### config.mk
export PLATFORM = sky130hd
export DESIGN_NAME = display_timing_gen_flat
export DESIGN_NICKNAME = d
export VERILOG_FILES = /design/src/rtl/display_timing_gen_if.sv /design/src/rtl/display_timing_gen.sv /design/src/flat_wrapper.sv
export SDC_FILE = /design/constraint.sdc
export NUM_CORES = 1
export LEC_CHECK = 0
export BUFFER_PORTS_ARGS = -buffer_cell sky130_fd_sc_hd__buf_2
export CAP_MARGIN = 20
export CORE_MARGIN = 3
export CORE_UTILIZATION = 55
export DETAILED_ROUTE_END_ITERATION = 8
export PLACE_DENSITY = 0.82
export SLEW_MARGIN = 30
export SYNTH_ARGS = -nofsm -noshare
export SYNTH_HDL_FRONTEND = slang
export SYNTH_SLANG_ARGS = --single-unit
### constraint.sdc
create_clock -name clk_pix -period 3.2 [get_ports clk_pix]
set_clock_uncertainty 0.2 [all_clocks]
set_input_delay 0.64 -clock clk_pix [delete_from_list [all_inputs] [get_ports clk_pix]]
set_output_delay 0.64 -clock clk_pix [all_outputs]
set_load 0.01 [all_outputs]
### src/rtl/display_timing_gen_if.sv
// Video timing bundle produced by display_timing_gen and read by the
// video output / framebuffer read logic. The frame_cnt member and the FCW
// parameter exist only when DISPLAY_FRAME_CNT_EN is defined.
interface display_timing_gen_if #(
    parameter int CORDW = 12
`ifdef DISPLAY_FRAME_CNT_EN
    ,
    parameter int FCW   = 16
`endif
);
    logic                    hsync;
    logic                    vsync;
    logic                    de;
    logic                    frame;
    logic                    line;
    logic                    frame_act;
    logic                    line_act;
    logic signed [CORDW-1:0] sx;
    logic signed [CORDW-1:0] sy;
`ifdef DISPLAY_FRAME_CNT_EN
    logic [FCW-1:0]          frame_cnt;
`endif

    modport master (
        output hsync, vsync, de, frame, line, frame_act, line_act, sx, sy
`ifdef DISPLAY_FRAME_CNT_EN
        , output frame_cnt
`endif
    );

    modport slave (
        input hsync, vsync, de, frame, line, frame_act, line_act, sx, sy
`ifdef DISPLAY_FRAME_CNT_EN
        , input frame_cnt
`endif
    );
endinterface

### src/rtl/display_timing_gen.sv
// Parametrised display raster generator in the pixel clock domain.
// Blanking sits at negative signed coordinates; the active area runs from
// (0,0) to (H_RES-1,V_RES-1). Every output is registered from the current
// counter position, so all of them describe the position shown on sx/sy.
// Optional feature macro: DISPLAY_FRAME_CNT_EN (adds the frame_cnt counter).
module display_timing_gen #(
    parameter int CORDW  = 12,
    parameter int H_RES  = 1024,
    parameter int V_RES  = 600,
    parameter int H_FP   = 50,
    parameter int H_SYNC = 105,
    parameter int H_BP   = 144,
    parameter int V_FP   = 3,
    parameter int V_SYNC = 10,
    parameter int V_BP   = 11,
    parameter int H_POL  = 0,
    parameter int V_POL  = 1,
    parameter int FCW    = 16
) (
    input  logic                 clk_pix,
    input  logic                 rst_pix,
    display_timing_gen_if.master vid
);

    // Raster landmarks in signed coordinates.
    localparam logic signed [CORDW-1:0] H_STA  = CORDW'(-(H_FP + H_SYNC + H_BP));
    localparam logic signed [CORDW-1:0] HS_STA = CORDW'(-(H_SYNC + H_BP));
    localparam logic signed [CORDW-1:0] HS_END = CORDW'(-H_BP);
    localparam logic signed [CORDW-1:0] HA_END = CORDW'(H_RES - 1);
    localparam logic signed [CORDW-1:0] V_STA  = CORDW'(-(V_FP + V_SYNC + V_BP));
    localparam logic signed [CORDW-1:0] VS_STA = CORDW'(-(V_SYNC + V_BP));
    localparam logic signed [CORDW-1:0] VS_END = CORDW'(-V_BP);
    localparam logic signed [CORDW-1:0] VA_END = CORDW'(V_RES - 1);
    localparam logic signed [CORDW-1:0] ZERO   = '0;
    localparam logic signed [CORDW-1:0] ONE    = CORDW'(1);

    // Asserted sync levels.
    localparam logic HS_ON = (H_POL != 0);
    localparam logic VS_ON = (V_POL != 0);

    // The signed coordinate range must cover both blanking and active extents.
    localparam int CMAX = 2 ** (CORDW - 1);
    if ((H_FP + H_SYNC + H_BP) > CMAX || H_RES > CMAX ||
        (V_FP + V_SYNC + V_BP) > CMAX || V_RES > CMAX) begin : g_cordw_check
        $error("display_timing_gen: CORDW too narrow for the raster");
    end
    if (FCW < 1) begin : g_fcw_check
        $error("display_timing_gen: FCW must be at least 1");
    end

    logic signed [CORDW-1:0] x;
    logic signed [CORDW-1:0] y;
    logic signed [CORDW-1:0] x_nxt;
    logic signed [CORDW-1:0] y_nxt;

    // Next raster position: step along the line, wrap to the next line, wrap the frame.
    always_comb begin
        // NOTE: every always_comb output gets a default first so no path leaves it unassigned (no latch).
        x_nxt = x + ONE;
        y_nxt = y;
        if (x == HA_END) begin
            x_nxt = H_STA;
            y_nxt = (y == VA_END) ? V_STA : y + ONE;
        end
    end

    // Raster counter; reset overrides any update and restarts at the raster origin.
    always_ff @(posedge clk_pix) begin
        // NOTE: sequential state uses non-blocking assignments so every register samples pre-edge values.
        if (rst_pix) begin
            x <= H_STA;
            y <= V_STA;
        end else begin
            x <= x_nxt;
            y <= y_nxt;
        end
    end

    // Registered outputs decoded from the current counter position.
    always_ff @(posedge clk_pix) begin
        if (rst_pix) begin
            vid.sx        <= H_STA;
            vid.sy        <= V_STA;
            vid.hsync     <= !HS_ON;
            vid.vsync     <= !VS_ON;
            vid.de        <= 1'b0;
            vid.frame     <= 1'b0;
            vid.line      <= 1'b0;
            vid.frame_act <= 1'b0;
            vid.line_act  <= 1'b0;
        end else begin
            vid.sx        <= x;
            vid.sy        <= y;
            vid.hsync     <= (x >= HS_STA && x < HS_END) ? HS_ON : !HS_ON;
            vid.vsync     <= (y >= VS_STA && y < VS_END) ? VS_ON : !VS_ON;
            vid.de        <= (x >= ZERO && y >= ZERO);
            vid.frame     <= (x == H_STA && y == V_STA);
            vid.line      <= (x == H_STA);
            vid.frame_act <= (x == ZERO && y == ZERO);
            vid.line_act  <= (x == ZERO && y >= ZERO);
        end
    end

`ifdef DISPLAY_FRAME_CNT_EN
    // Frame counter: counts registered frame strobes, wrapping modulo 2^FCW.
    always_ff @(posedge clk_pix) begin
        if (rst_pix) begin
            vid.frame_cnt <= '0;
        end else if (vid.frame) begin
            vid.frame_cnt <= vid.frame_cnt + FCW'(1);
        end
    end
`endif

endmodule

### src/flat_wrapper.sv
// flat-port wrapper written by rule: the top's interface ports become plain ports
module display_timing_gen_flat 
#(
    parameter int CORDW  = 12,
    parameter int H_RES  = 1024,
    parameter int V_RES  = 600,
    parameter int H_FP   = 50,
    parameter int H_SYNC = 105,
    parameter int H_BP   = 144,
    parameter int V_FP   = 3,
    parameter int V_SYNC = 10,
    parameter int V_BP   = 11,
    parameter int H_POL  = 0,
    parameter int V_POL  = 1,
    parameter int FCW    = 16
)
  (clk_pix, rst_pix, vid_hsync, vid_vsync, vid_de, vid_frame, vid_line, vid_frame_act, vid_line_act, vid_sx, vid_sy);
  display_timing_gen_if #(.CORDW(CORDW)) vid_i ();
  input  logic clk_pix;
  input  logic rst_pix;
  output wire logic [$bits(vid_i.hsync)-1:0] vid_hsync;
  output wire logic [$bits(vid_i.vsync)-1:0] vid_vsync;
  output wire logic [$bits(vid_i.de)-1:0] vid_de;
  output wire logic [$bits(vid_i.frame)-1:0] vid_frame;
  output wire logic [$bits(vid_i.line)-1:0] vid_line;
  output wire logic [$bits(vid_i.frame_act)-1:0] vid_frame_act;
  output wire logic [$bits(vid_i.line_act)-1:0] vid_line_act;
  output wire logic [$bits(vid_i.sx)-1:0] vid_sx;
  output wire logic [$bits(vid_i.sy)-1:0] vid_sy;
  assign vid_hsync = vid_i.hsync;
  assign vid_vsync = vid_i.vsync;
  assign vid_de = vid_i.de;
  assign vid_frame = vid_i.frame;
  assign vid_line = vid_i.line;
  assign vid_frame_act = vid_i.frame_act;
  assign vid_line_act = vid_i.line_act;
  assign vid_sx = vid_i.sx;
  assign vid_sy = vid_i.sy;
  display_timing_gen #(.CORDW(CORDW), .H_RES(H_RES), .V_RES(V_RES), .H_FP(H_FP), .H_SYNC(H_SYNC), .H_BP(H_BP), .V_FP(V_FP), .V_SYNC(V_SYNC), .V_BP(V_BP), .H_POL(H_POL), .V_POL(V_POL), .FCW(FCW)) u_core (.clk_pix(clk_pix), .rst_pix(rst_pix), .vid(vid_i));
endmodule
* Word-level counts from Yosys, hierarchy flattened *
Cells that the tools add are included.

word-level totals
  register bits = 55
  bits of input ports = 2

operators by class
  eq/ne operators = 4
  add/sub/neg operators = 2
  $lt $le $gt $ge = 6
  reductions and logical operators = 9
  multiplexer cells = 3

operators with widths
  cell                   number
  $add 12x2->12 const B  2
  $eq 12x11->1 const B   2
  $ge 12x1->1 const B    2
  $logic_not 12->1       2
  $eq 12x10->1 const B   1
  $eq 12x6->1 const B    1
  $ge 12x6->1 const B    1
  $ge 12x9->1 const B    1
  $lt 12x5->1 const B    1
  $lt 12x9->1 const B    1
  $mux 12                1
  $logic_and 1x1->1      6
  $mux 1                 2
  $reduce_or 2->1        1

* Depth between registers and ports, before layout *
Gate-level depths: netlist of the first run.

  depth in word-level cells = 3
  mapped depth = 6

* Worst setup path before layout of the first run *
Ideal clock, no wire load.

  path type = register to register
  start point = register u_core.x[0]
  end point = register u_core.y[11]
  setup slack = 1,010 ps
  clock period less this slack = 2,190 ps
  data required time = 2,938 ps
  cell stages (with the launch flop) = 7
  path buffers = 1
  arrival = 1,927 ps
  path through = dfxtp_1 > ha_1 > nand4_2 > or4_1 > buf_2 > or4_1 > nand3_1

on the way
  cells in the longest elaborated chain, start to end = 1

ends and longest elaborated chain
  item                    RTL line                  source
  start, declared         display_timing_gen.sv:51  logic signed [CORDW-1:0] x;
  start signal, assigned  display_timing_gen.sv:74  x <= x_nxt;
  $eq 12x11->1            display_timing_gen.sv:61  if (x == HA_END) begin
  end signal, assigned    display_timing_gen.sv:75  y <= y_nxt;
  end, declared           display_timing_gen.sv:52  logic signed [CORDW-1:0] y;

Every way passes these cells.
A chain may end at the register's enable or synchronous reset.

* Final worst setup path of the first run *
Ends and elaborated chain as after synthesis.

==> metrics.cfg, run 1 <==
[run_status]
outcome=complete, no violations

[cts]
clkLatencyLatePin_ns=0.31
path_clk_slew_ns=0.09
cts.path.max_buffers=2
cts-buffers-inserted=5
cts_setup_buffers=0
clock_tree.root_cell=clkbuf_8
cts_tree=yes
cts.repair.resized=0
htreeDepth=2
cts.sinks=55
hold_buffers=0

[sta]
period_share_pct=74.5
finalMaxSlewViolations=0
finalSetupTns_ns=0
tightest_slew_ns=0.597
fmax_mhz=420
hold_violations=0
slew_headroom_pct=60.0
setup_violations=0
min_period_ns=2.38
rsz0062_at_grt=false

[die]
core_area_um2=3770
row_count=22
die-width_um=69.7
die-height_um=69.7
die_area_um2=4850
ios=33
initial_core_util_pct=59.1

[power]
combPwrFrac_pct=4.4
power_density_nw_per_um2=530
p_clk_share_pct=40.8
internal_power_uw=1030
p_sw_uw=268
switching_share_pct=20.6
p_leak_uw=0.000886
power_frac_seq_pct=54.7
peakVddDrop_v=0.000222

[drt]
drt_iter0_markers=118
via_count=1656
post-route-drc-count=0
dr.pass1.iters=4
wl_um=4010
via_per_inst=5.43
ant_nets=0
routedWlPerCell_um=13.1

[synth]
synth_edf_count=0
synth_seq_area_share_pct=49.4
synth.net_count=240
synth_ff_type=dfxtp_1
ys_ff_latch=55
synth_area_leaders=dfxtp_1, or2_2, nand3_1, ha_1, xnor2_1
syn_area_um2=2230
synth_most_common_cell=dfxtp_1
yosysWarnings=0
synth_largest_area_cell=dfxtp_1
ys_types=42
synthArstFlopShare_pct=0
synth.cells.most_frequent=dfxtp_1, nor2_1, nand3_1
syn_area_per_cell_um2=9.61
yosysTopAreaCellShare_pct=49.4
syn_inst=232

[cells_and_area]
fillCellCount=305
final_cells=305
drive_gt1_share_pct=23.7
stdcell_area_um2=2450
diodes=0
final_nets=264
area_growth_pct=9.93

[placed_design]
place_hpwl_um=2710
io_buffers=32
dp.cells=297
placedInstanceArea_um2=2320
gp_congestion=0.874

[grt]
gr-total-overflow=0
grt_max_degree=36
grt_pass1_wl_um=6980
grt_usage_pct=17.8
antenna_found_initial=0
grt_pass1_vias=1469

[setup_path]
startpoint_type=register
cp.arrival_ns=2.43
r2r_setup_slack_ns=0.82
path_max_fanout=8
critPathCaptureType=register
worstSetupPathType=reg2reg
required_ns=3.25
worst-r2r-cell-count=5

[worst_hold_path]
hold_depth=1
hp-class=reg2reg

[run]
drv_cap=0

path summary, 6_finish.rpt:
| kind | start | to |
|---|---|---|
| max reg2reg | u_core.x[0] | u_core.y[11] |
| min reg2reg | u_core.x[0] | u_core.x[0] |
| max | u_core.x[0] | u_core.y[11] |
| min | u_core.x[0] | u_core.x[0] |
per-stage QoR:
stage | power [uW] | worst slack [ns] | utilization, % | hold slack (ns)
finish | 1300 | 0.817 | 65.0 | 0.271
global route | 1350 | 0.656 | 65.0 | 0.303
CTS | 1310 | 0.819 | 65.0 | 0.280
detailed placement | 785 | 0.859 | 61.5 | 0.253
global placement | 783 | 0.937 | 61.5 | 0.225
floorplan | 774 | 1.01 | - | 0.211
routing by layer:
layer	track usage, %	share of wire (%)	vias up
li1	-	-	845
met1	25.2	49	749
met2	24.5	42	53
met3	5.65	7.2	9
met4	8.51	2.5	0
met5	0	0	-
critical path: stages (launching register included):
cell	delay, ns
dfxtp_1	0.43
ha_1	0.27
nand4_2	0.20
or4_1	0.64
or4_1	0.50
nand3_1	0.09
registers in the layout, indices dropped and copies added, names as in the netlist, 12 cells and up:
| name | flops |
|---|---|
| u_core.y | 12 |
| u_core.vid.sx | 12 |
| u_core.x | 12 |
| u_core.vid.sy | 12 |
layout by cell type, fill, tap and decap left out, drive strengths merged, types with 6 or more instances in the layout:
cell    count
buf        32
xnor2       8
ha          6
dfxtp      55
nand4       7
o21ai       9
nand2      16
nor4        7
nor2       18
inv         8
or2        16
nor3        9
nand3      18
clkbuf      6
cell families after synthesis:
| family | synth area share [%] |
|---|---|
| and+or+nand+nor | 31.3 |
| xor gates and xnor gates | 4.32 |
| adders and majority gates | 3.37 |
| DFF | 49.4 |
| buffers and inverters | 7.24 |
| AOI/OAI and AO/OA | 4.38 |
power groups by stage:
stage | Clock (uW) | Combinational, uW | Sequential, uW
6_report | 531 | 57.8 | 711
5_1_grt | 568 | 65.5 | 714
4_1_cts | 543 | 58.0 | 711
3_5_place_dp | 0 | 57.7 | 728
3_3_place_gp | 0 | 57.1 | 726
2_1_floorplan | 0 | 49.5 | 724
cell type report:
class	instances	area [um^2]	area share [%]
clock buffers	6	72.6	2.96
clock inverters	2	60.1	2.45
inverters	8	30.0	1.23
well taps	48	60.1	2.45
repair buffers	32	160	6.53
multi-input cells	154	967	39.5
flip-flops and latches	55	1100	44.9
Power figures use the tool's default switching activity.
==> inputs of run 2 (changes only) <==
--- a/config.mk
+++ b/config.mk
@@ -8,9 +8,9 @@
 export BUFFER_PORTS_ARGS = -buffer_cell sky130_fd_sc_hd__buf_2
 export CAP_MARGIN = 20
 export CORE_MARGIN = 3
-export CORE_UTILIZATION = 55
+export CORE_UTILIZATION = 50
 export DETAILED_ROUTE_END_ITERATION = 8
-export PLACE_DENSITY = 0.82
+export PLACE_DENSITY = 0.79
 export SLEW_MARGIN = 30
 export SYNTH_ARGS = -nofsm -noshare
 export SYNTH_HDL_FRONTEND = slang
==> constraint.sdc (replaced) <==
create_clock -name clk_pix -period 2.05 [get_ports clk_pix]
set_clock_uncertainty 0.2 [all_clocks]
set_input_delay 0.41 -clock clk_pix [delete_from_list [all_inputs] [get_ports clk_pix]]
set_output_delay 0.41 -clock clk_pix [all_outputs]
set_load 0.01 [all_outputs]
==> metrics.cfg, run 2 (synthesized netlist as in run 1, its figures left out) <==
[cts]
hold_buffers=0
cts.sinks=55
cts.path.max_buffers=2
htreeDepth=2
clock_tree.root_cell=clkbuf_8
cts-buffers-inserted=5
path_clk_slew_ns=0.10
cts_tree=yes
clkLatencyLatePin_ns=0.31

[die]
die-height_um=72.8
initial_core_util_pct=53.8
ios=33
row_count=23
core_area_um2=4140
die_area_um2=5300
die-width_um=72.8

[cells_and_area]
final_nets=290
drive_gt1_share_pct=33.6
seqCellArea_um2=1110
stdcell_area_um2=2650
multi_input_area_um2=1000
final_common_cell=dfxtp_1
final_core_util_pct=63.9
fillCellCount=346
area_growth_pct=18.8
mostFrequentLayoutCells=dfxtp_1, buf_2, buf_4
diodes=0

[worst_hold_path]
hp-class=in2reg
hold_depth=4
min_from=rst_pix
worstHoldEndpoint=u_core.vid.line

[run]
drv_cap=0

[setup_path]
path_max_fanout=5
crit_path_start=u_core.x[0]
worst-r2r-cell-count=5
cp_slowest_stage_delay_ns=0.51
critPathCaptureType=register
rr_startpoint=u_core.x[0]
required_ns=2.11
r2r_end=u_core.y[11]
crit_path_top_delay_cell=or4_4
path_delay_family=simple AND/OR/NAND/NOR gates
worstSetupPathType=reg2reg
cpMostUsedCell=or4_4
startpoint_type=register
cp.arrival_ns=2.06
r2r_setup_slack_ns=0.05
cp_cell_sequence=ha_4, nand4_4, or4_4, or4_4, nand3_1
critPathBufInv=0

[grt]
grt_pass1_wl_um=7530
grt_pass1_vias=1639
grtUsageMet1_pct=22.9
use_met3_pct=5.79
grt_usage_pct=18.4
antenna_found_initial=0
top_usage_layer=met2
use_met2_pct=29.5
grt_max_degree=24
gr-total-overflow=0

[sta]
fmax_mhz=500
hold_violations=0
min_period_ns=2.00
finalSetupTns_ns=0
finalMaxSlewViolations=0
period_share_pct=97.5
setup_violations=0
rsz0062_at_grt=false
slew_headroom_pct=69.9
fin_ws_ns=0.0516
tightest_slew_ns=0.449

[power]
p_total_uw=1850
p_leak_uw=0.000991
peakVddDrop_v=0.000319
power_density_nw_per_um2=697

[drt]
drt_iter0_markers=186
dr.pass1.iters=4
via_count=1764
ant_nets=0
wl_um=4480
routedWlPerCell_um=13.5
via_per_inst=5.30
post-route-drc-count=0

[placed_design]
place_ws_ns=0.0263
io_buffers=32
place_hpwl_um=3290
gp_congestion=0.885
placedInstanceArea_um2=2530

[run_status]
outcome=complete, no violations

run 2: cell count changes in the layout (fill, tap and decap cells not counted), moves of 2 or more:
cell,previous run,this run
buf_4,0,26
bufinv_16,2,0
clkinv_4,0,2
dfxtp_1,55,52
dfxtp_2,0,2
or4_1,4,1
or4_4,0,3
run 2: metrics by stage:
step	instances	hold WS, ns
after floorplan	232	0.220
after global placement	324	0.230
after detailed placement	324	0.231
after CTS	332	0.211
after global routing	333	0.247
final	333	0.217
run 2: worst max-delay path by stage:
stage | endpoint | slack (ns) | depth (start not counted)
5_1_grt | u_core.y[11] | 0.008 | 5
3_3_place_gp | u_core.y[10] | 0.08 | 5
3_5_place_dp | u_core.y[11] | 0.03 | 5
2_1_floorplan | u_core.y[11] | 0.006 | 6
4_1_cts | u_core.y[10] | 0.03 | 5
6_report | u_core.y[11] | 0.05 | 5
run 2: final cells by class:
cell class	count	share of cell area (%)
inverter	8	1.13
clock inverter	3	0.945
multi-input combinational	154	37.7
clock buffer	5	2.60
sequential	55	41.8
tap	50	2.36
timing repair buffer	58	13.4
run 2: repair_timing:
action                     CTS  global route
buffers inserted             0             1
cloned                       0             0
setup endpoints to repair    1             4
gates resized for setup      1             3
run 2: report_power, final:
part	total (uW)	internal [uW]	switching, uW
Combinational	132	54.7	76.8
Sequential	1100	1090	13.9
Clock	610	245	365
Total	1850	1390	456
run 2: routing by layer:
layer / share of wire [%] / up-vias
met4: 1.8 / 0
li1: - / 892
met1: 47 / 795
met5: 0 / -
met2: 44 / 68
met3: 7.1 / 9
run 2: worst register-to-register path: cells and delay by family, from the launching register on:
kind                     cells  cell delay [ns]
AND/OR/NAND/NOR              4             1.20
flip-flops                   1             0.38
adder cells (fa/ha/maj)      1             0.16
==> inputs of run 3 (changes only) <==
--- a/config.mk
+++ b/config.mk
@@ -7,6 +7,7 @@
 export LEC_CHECK = 0
 export BUFFER_PORTS_ARGS = -buffer_cell sky130_fd_sc_hd__buf_2
 export CAP_MARGIN = 20
+export CORE_ASPECT_RATIO = 1.1
 export CORE_MARGIN = 3
 export CORE_UTILIZATION = 50
 export DETAILED_ROUTE_END_ITERATION = 8
==> metrics.cfg, run 3 (synthesized netlist as in run 1, its figures left out) <==
[run_status]
outcome=complete, no violations

[cells_and_area]
drive_gt1_share_pct=32.5
final_nets=287
fillCellCount=337
final_common_cell=dfxtp_1
final_cells=332
mostFrequentLayoutCells=dfxtp_1, buf_2, buf_4
diodes=0
area_growth_pct=18.7
stdcell_area_um2=2650

[placed_design]
place_hpwl_um=3370
dp.cells=324
gp_congestion=0.821
io_buffers=32
placedInstanceArea_um2=2520
place_ws_ns=0.0562

[setup_path]
path_max_fanout=6
startpoint_type=register
crit_path_top_delay_cell=or4_4
worstSetupPathType=reg2reg
critPathCaptureType=register
cp_cell_sequence=ha_4, nand4_4, or4_4, buf_4, or3_1, nand3_1
required_ns=2.10
cp.arrival_ns=2.04
cp_slowest_stage_delay_ns=0.51

[sta]
hold_violations=0
rsz0062_at_grt=false
finalMaxSlewViolations=0
slew_headroom_pct=69.7
fin_ws_ns=0.0585
tightest_slew_ns=0.450
min_period_ns=1.99
period_share_pct=97.1
setup_violations=0
finalSetupTns_ns=0
fmax_mhz=502

[worst_hold_path]
hp-class=in2reg

[drt]
wl_um=4800
post-route-drc-count=0
dr.pass1.iters=4
routedWlPerCell_um=14.5
via_count=1849
via_per_inst=5.57
ant_nets=0
drt_iter0_markers=172

[cts]
hold_buffers=0
clkLatencyLatePin_ns=0.30
path_clk_slew_ns=0.10
clock_tree.root_cell=clkbuf_8
cts-buffers-inserted=5
cts_tree=yes
cts.sinks=55
cts.path.max_buffers=2
htreeDepth=2

[grt]
antenna_found_initial=0
grt_pass1_vias=1693
gr-total-overflow=0
grt_pass1_wl_um=7910
grt_usage_pct=18.1
grt_max_degree=19

[die]
row_count=24
die_area_um2=5300
die-height_um=76.0
core_area_um2=4110
ios=33
initial_core_util_pct=54.2
die-width_um=69.7

[run]
drv_cap=0

[power]
peakVddDrop_v=0.000300
p_leak_uw=0.000992
power_density_nw_per_um2=730

-- run 3: worst max-delay path, delay by kind of cell (launching register included) --
family / cells / cell delay [ns]
adders and majority gates: 1 / 0.17
buffers and inverters: 1 / 0.17
DFF: 1 / 0.39
and+or+nand+nor: 4 / 1.01
-- run 3: layer usage --
layer | GRT usage (%) | routed length (um)
met1 | 22.3 | 1950
met2 | 31.5 | 2320
met5 | 0 | 0
met3 | 3.56 | 465
met4 | 6.13 | 68
-- run 3: final cells by class --
class,instances,area (um^2),area share (%)
Clock inverter,1,8.76,0.331
Sequential cell,55,1110,41.8
Timing Repair Buffer,55,333,12.6
Inverter,8,30.0,1.13
Multi-Input combinational cell,154,996,37.6
Clock buffer,7,108,4.06
Tap cell,52,65.1,2.46
-- run 3: final timing paths --
kind	from	endpoint	slack [ns]	cells past startpoint
worst max-delay path	u_core.x[0]	u_core.y[7]	0.06	6
worst min-delay path	rst_pix	u_core.vid.sy[6]	0.21	2
worst max register to register	u_core.x[0]	u_core.y[7]	0.06	6
worst min register to register	u_core.x[0]	u_core.x[0]	0.26	1
-- run 3: where the power goes --
group          internal, uW  switching [uW]  total [uW]  leakage, uW
sequential             1090            15.1        1100     0.000447
clock                   353             345         698    0.0000600
combinational          51.7            78.5         130     0.000485
-- run 3: per-stage QoR --
stage / util [%] / total power (uW) / hold WS [ns]
3_5_place_dp: 61.3 / 1260 / 0.235
5_1_grt: 64.4 / 2010 / 0.196
4_1_cts: 64.1 / 1950 / 0.195
2_1_floorplan: - / 1210 / 0.220
6_report: 64.4 / 1930 / 0.208
3_3_place_gp: 61.3 / 1250 / 0.230
-- run 3: what timing repair did --
action	CTS	global route
resized for setup	0	3
buffers inserted	0	0
endpoints found under the setup margin	0	5
